`config.mk`:
```
export PLATFORM = sky130hd
export DESIGN_NAME = dmem_responder
export DESIGN_NICKNAME = d
export VERILOG_FILES = /design/src/rtl/dmem_responder_pkg.sv /design/src/rtl/dmem_array.sv /design/src/rtl/dmem_responder.sv
export SDC_FILE = /design/constraint.sdc
export NUM_CORES = 2
export LEC_CHECK = 0
export ABC_AREA = 0
export BUFFER_PORTS_ARGS = -buffer_cell sky130_fd_sc_hd__buf_2
export CORE_MARGIN = 5
export CORE_UTILIZATION = 24
export CTS_CLUSTER_DIAMETER = 150
export DETAILED_ROUTE_END_ITERATION = 6
export GPL_TIMING_DRIVEN = 0
export PLACE_DENSITY = 0.42
export SLEW_MARGIN = 30
export SYNTH_ARGS = -nofsm -noshare
export SYNTH_HDL_FRONTEND = slang
export SYNTH_SLANG_ARGS = --single-unit
```
`constraint.sdc`:
```
create_clock -name clk -period 4.6 [get_ports clk]
set_input_delay 0.92 -clock clk [delete_from_list [all_inputs] [get_ports clk]]
set_output_delay 0.92 -clock clk [all_outputs]
set_load 0.01 [all_outputs]
```
`src/rtl/dmem_responder_pkg.sv`:
```
// Shared types and constants for the memory-stage data responder.
package dmem_responder_pkg;

  localparam int unsigned DataWidth  = 32;
  localparam int unsigned WordOffset = 2;

  typedef enum logic [1:0] {
    StIdle = 2'b00,
    StWait = 2'b01,
    StAck  = 2'b10
  } state_e;

endpackage

```
`src/rtl/dmem_array.sv`:
```
// Word-organised data RAM: synchronous write, asynchronous read, contents not reset.
module dmem_array
  import dmem_responder_pkg::*;
#(
  parameter int unsigned DEPTH_WORDS = 64
) (
  input  logic                           clk,
  input  logic                           we,
  input  logic [$clog2(DEPTH_WORDS)-1:0] waddr,
  input  logic [DataWidth-1:0]           wdata,
  input  logic [$clog2(DEPTH_WORDS)-1:0] raddr,
  output logic [DataWidth-1:0]           rdata
);

  logic [DataWidth-1:0] mem [DEPTH_WORDS];

  always_ff @(posedge clk) begin
    if (we) mem[waddr] <= wdata;
  end

  assign rdata = mem[raddr];

endmodule

```
`src/rtl/dmem_responder.sv`:
```
// Memory-stage data port responder with configurable wait states, stall and fault reporting.
module dmem_responder
  import dmem_responder_pkg::*;
#(
  parameter int unsigned DEPTH_WORDS = 64,
  parameter int unsigned WAIT_STATES = 2
) (
  input  logic                 clk,
  input  logic                 reset,
  input  logic                 MemReqM,
  input  logic                 MemWriteM,
  input  logic [31:0]          ALUOutM,
  input  logic [DataWidth-1:0] WriteDataM,
  output logic [DataWidth-1:0] ReadDataM,
  output logic                 MemStallM,
  output logic                 MemFaultM
);

  localparam int unsigned IdxW = $clog2(DEPTH_WORDS);

  logic [IdxW-1:0]      idx_in;
  logic                 fault_in;
  logic                 we;
  logic [IdxW-1:0]      waddr;
  logic [IdxW-1:0]      raddr;
  logic [DataWidth-1:0] wdata;
  logic [DataWidth-1:0] rdata_arr;

  assign idx_in   = ALUOutM[IdxW+WordOffset-1:WordOffset];
  // Any set bit above the index field means the word address is >= DEPTH_WORDS.
  assign fault_in = (ALUOutM[WordOffset-1:0] != '0) | (|ALUOutM[31:IdxW+WordOffset]);

  dmem_array #(
    .DEPTH_WORDS(DEPTH_WORDS)
  ) u_array (
    .clk  (clk),
    .we   (we),
    .waddr(waddr),
    .wdata(wdata),
    .raddr(raddr),
    .rdata(rdata_arr)
  );

  if (WAIT_STATES == 0) begin : g_comb
    assign we        = reset & MemReqM & MemWriteM & ~fault_in;
    assign waddr     = idx_in;
    assign raddr     = idx_in;
    assign wdata     = WriteDataM;
    assign MemStallM = 1'b0;
    assign ReadDataM = (reset & MemReqM & ~MemWriteM & ~fault_in) ? rdata_arr : '0;
    assign MemFaultM = reset & MemReqM & fault_in;
  end else begin : g_fsm
    state_e               state_q;
    logic [3:0]           cnt_q;
    logic [IdxW-1:0]      idx_q;
    logic [DataWidth-1:0] wdata_q;
    logic                 write_q;
    logic                 fault_q;
    logic                 ack;

    always_ff @(posedge clk or negedge reset) begin
      if (!reset) begin
        state_q <= StIdle;
        cnt_q   <= '0;
        idx_q   <= '0;
        wdata_q <= '0;
        write_q <= 1'b0;
        fault_q <= 1'b0;
      end else begin
        unique case (state_q)
          StIdle: begin
            if (MemReqM) begin
              idx_q   <= idx_in;
              wdata_q <= WriteDataM;
              write_q <= MemWriteM;
              fault_q <= fault_in;
              if (WAIT_STATES > 1) begin
                state_q <= StWait;
                cnt_q   <= 4'(WAIT_STATES - 2);
              end else begin
                state_q <= StAck;
              end
            end
          end
          StWait: begin
            if (cnt_q == 4'd0) state_q <= StAck;
            else               cnt_q   <= cnt_q - 4'd1;
          end
          StAck:   state_q <= StIdle;
          default: state_q <= StIdle;
        endcase
      end
    end

    // Gating with reset keeps outputs quiet and drops the commit while reset is held.
    assign ack       = reset & (state_q == StAck);
    assign we        = ack & write_q & ~fault_q;
    assign waddr     = idx_q;
    assign raddr     = idx_q;
    assign wdata     = wdata_q;
    assign MemStallM = reset & (((state_q == StIdle) & MemReqM) | (state_q == StWait));
    assign ReadDataM = (ack & ~write_q & ~fault_q) ? rdata_arr : '0;
    assign MemFaultM = ack & fault_q;
  end

endmodule

```
==> impl.org <==
** Placement
- In this run the tool buffered the top-level ports with approximately 100 buffer cells.
- Placed cell area :: 90600 um^2
- Weighted congestion at the end of routability-driven global placement :: between 0.8 and 0.9
- Worst slack at placement :: -0.786 ns
- The HPWL after detailed placement is ~210000 um.

** GRT
- In this run the most used layer during global routing was met2.
- Largest net degree at the start of global routing :: 66
- For this run, global-route usage on met3 was measured as between 2 and 3%.
- Global routing used 17.5% of the available tracks across all layers.
- Number of antenna violations at the first check in global routing :: 16
- Global routing finished with a remaining overflow of 0.
- In the global route stage, met1 resource usage came out at 23.9%.
- Global-route wire length before repair :: ~410000 um
- Number of global-route vias before repair :: 47700
- Global routing consumed, on the met2 layer, about 28% of the routing resources.

** Floorplanning
- From bottom edge to top edge, the die measures just under 600 um.
- Once the floorplan was initialized, standard cells occupied approximately 24% of the core.
- Total die area :: approximately 340000 um^2
- Row generation in the floorplan step produced approximately 210 rows.
- The region available for standard cell placement spans roughly 330000 um^2.
- Die W :: 585 um
- During I/O placement, the number of pins put on the boundary was between 100 and 150.

** STA
- WHS :: ~0.096 ns
- Time the worst path needs with I/O delays and setup :: between 4 and 5 ns
- Setup violations remaining at the end of the flow were counted as 22.
- Final period util :: 105%
- At the pin with the least slew margin, the transition time is 1.23 ns.
- Across all setup checks in the final design, the least slack found is -0.228 ns.
- Count of pins over their slew limit :: 0
- In this run the tightest slew margin relative to its limit is 17.7%.
- Final hold violation count :: 0
- Setup repair after global routing could not meet its margin everywhere.
- For this run, the top clock speed supported by timing is 207 MHz.
- Maximum clock skew at final layout :: 0.0325 ns

** Status
- The final reports fail on setup timing.
- The run finished, with violations left.

** Route
- After detailed routing, the average wire length per cell comes to roughly 32 um.
- Wires add up to around 310000 um.
- Detailed routing inserted a total of about 50000 vias.
- Number of iterations in the first detailed-routing pass :: 5
- For this run, design rule violations remaining after detail routing come to 0.
- Antenna Nets Post-Route :: 0
- Detail-routed via count per cell :: between 5 and 6
- The detailed router finished its first iteration with 5821 violations.

** CTS
- Clock latency on the worst-skew pair, taken at its later pin, is ~0.88 ns.
- Counting the buffers created by CTS gives 221.
- Clock transition at the registers of the reported paths :: roughly 0.06 ns
- Maximum level of the CTS H-tree :: 4
- Clock tree sinks :: 2094
- Master cell of the clock root buffer :: sky130_fd_sc_hd__clkbuf_16
- TritonCTS built the clock tree.
- Maximum number of buffers from clock root to sink :: 3

** Synth
- For this run, the register share of the synthesized area comes to approximately 80%.
- Most instantiated library cell after synthesis :: sky130_fd_sc_hd__edfxtp_1
- Post-synth ARST share :: under 10%
- Cells after Synth :: approximately 4500
- Most numerous cell types in the synthesized netlist :: sky130_fd_sc_hd__edfxtp_1 (2048), sky130_fd_sc_hd__a221oi_1 (426), sky130_fd_sc_hd__nor2_1 (294), sky130_fd_sc_hd__mux2i_1 (217)
- Number of warnings issued by yosys :: 0
- Post-synthesis net count :: around 4600
- Number of unique standard cell types used by synthesis :: slightly above 60
- Most used flip-flop cell after synthesis :: sky130_fd_sc_hd__edfxtp_1
- Area share of the leading cell type in the synthesized netlist :: ~77%
- Post-synthesis cell area :: 79500 um^2
- Cell types occupying the most area after synthesis :: sky130_fd_sc_hd__edfxtp_1 (77%), sky130_fd_sc_hd__a221oi_1 (4.7%), sky130_fd_sc_hd__mux2i_1 (2.7%)
- The biggest area contributor in the post-synthesis netlist is sky130_fd_sc_hd__edfxtp_1.
- Synthesis inferred around 2100 register bits.
- In this run, synthesis inferred 2048 flip-flops with an integrated enable.
- Synthesized area per cell :: 17.5 um^2

** Worst setup path
- STA classifies the critical path endpoint as a primary output.
- Register-to-register setup slack :: ~0.74 ns
- The worst setup path is launched from a flip-flop.
- Maximum fanout along the worst path :: 5
- The startpoint identified for the worst register-to-register timing path is g_fsm.idx_q[2].
- FF-to-FF End :: u_array.mem[9][31]
- Crit path required time :: 3.68 ns
- The number of cells on the worst reg-to-reg path is 11.
- Critical path start-end classification :: flip-flop to primary output
- Data arrival at the endpoint of the critical path :: between 3 and 4 ns

** Power
- Leakage Power :: 32.8 nW
- Worst IR Drop VDD :: between 0.5 and 0.6 mV
- Post-layout total power :: 71.0 mW
- Power spread over the standard cell area amounts to about 690 nW/um^2.

** Final layout
- Area of all placed cells without fillers :: just over 100000 um^2
- Sequential standard cell area :: 62800 um^2
- Share of cells above drive strength 1 :: approximately 30%
- Area occupied by multi-input gates :: 18500 um^2
- For this run, the share of the core covered by cells in the final layout is a little under a third.
- Syn-to-layout area delta :: 30.2%
- The final layout contains 5194 nets.
- Fillers :: ~32000

** Min path
- The path class of the tightest hold or removal check is input pin to async pin.

** Job
- Across the run, the number of max-cap violations was 0.
[through the flow]
step | std cells | TNS (ns)
after detailed placement | 9192 | -20.89
after global routing | 9689 | -3.82
after floorplan | 4544 | 0
after CTS | 9649 | -3.42
after global placement | 9011 | -5979.34
final | 9697 | -2.13
[power by group]
part	switching [mW]	leakage [nW]	internal [mW]	total [mW]
sequential	1.39	18.9	24.0	25.4
clock	7.63	3.53	10.2	17.8
combinational	18.5	10.3	9.27	27.7
[worst max-delay path by stage]
stage,start,slack [ns],endpoint,cells after the start
after floorplan,g_fsm.idx_q[2],1.12,u_array.mem[13][0],9
after global placement,reset,-3.55,u_array.mem[39][13],6
after detailed placement,g_fsm.idx_q[0],-0.79,ReadDataM[3],10
after CTS,g_fsm.idx_q[0],-0.23,ReadDataM[15],11
after global routing,g_fsm.idx_q[0],-0.26,ReadDataM[15],11
final,g_fsm.idx_q[0],-0.23,ReadDataM[28],12
[cells in the final DEF, fill, tap and decap left out, types with 100 or more instances in the layout]
cell type / instances
sky130_fd_sc_hd__edfxtp_1: 2048
sky130_fd_sc_hd__clkbuf_16: 234
sky130_fd_sc_hd__a22oi_1: 194
sky130_fd_sc_hd__a221oi_1: 293
sky130_fd_sc_hd__buf_2: 125
sky130_fd_sc_hd__a221oi_2: 100
sky130_fd_sc_hd__a22o_1: 106
sky130_fd_sc_hd__nor2_1: 202
sky130_fd_sc_hd__a21oi_1: 143
sky130_fd_sc_hd__buf_16: 153
sky130_fd_sc_hd__mux2i_1: 200
[final cells by class]
class / instances / area share, %
antenna: 10 / 0.0242
buffer: 338 / 3.29
clock buffer: 270 / 5.61
clock inverter: 150 / 1.32
inverter: 6 / 0.0290
multi-input combinational: 2101 / 17.9
sequential: 2094 / 60.6
tap: 4366 / 5.28
timing repair buffer: 362 / 5.90
[state kept, by name, indices dropped and copies added, names as in the netlist]
register       flops
g_fsm.idx_q        6
g_fsm.write_q      1
g_fsm.state_q      2
g_fsm.cnt_q        4
g_fsm.wdata_q     32
u_array.mem     2048
g_fsm.fault_q      1
[kinds of logic after synthesis]
logic type	after synthesis	share of synthesized area [%]
AOI/OAI and AO/OA	1314	12.0
xor gates and xnor gates	2	0.0220
adders and majority gates	2	0.0315
buffers and inverters	349	1.95
DFF	2094	78.8
muxes	320	4.63
and+or+nand+nor	463	2.52
[timing repair]
action,in CTS,in global routing
gates resized for setup,912,303
gates cloned,8,2
pin swaps,98,119
hold buffers,3,0
setup endpoints to repair,193,32
setup buffers,29,37
endpoints found under the hold margin,25,0
[per-layer routing]
| layer | vias to the layer above | part of all wire, % |
|---|---|---|
| met5 | - | 0.0055 |
| met4 | 2 | 4.5 |
| met3 | 510 | 7.1 |
| met2 | 2210 | 46 |
| met1 | 26000 | 42 |
| li1 | 20100 | - |
[critical path, cell delays in order (launching register included)]
cell and delay, ns:
sky130_fd_sc_hd__dfrtp_2 0.44, sky130_fd_sc_hd__buf_12 0.15, sky130_fd_sc_hd__and2_4 0.14, sky130_fd_sc_hd__clkbuf_16 0.17, sky130_fd_sc_hd__buf_16 0.17, sky130_fd_sc_hd__clkbuf_16 0.18
sky130_fd_sc_hd__buf_4 0.15, sky130_fd_sc_hd__a221oi_4 0.48, sky130_fd_sc_hd__o22ai_2 0.20, sky130_fd_sc_hd__a22oi_1 0.17, sky130_fd_sc_hd__nand2_1 0.09, sky130_fd_sc_hd__o31a_1 0.44
sky130_fd_sc_hd__buf_2 0.21
Note: power is estimated with default switching activity, not from simulation.
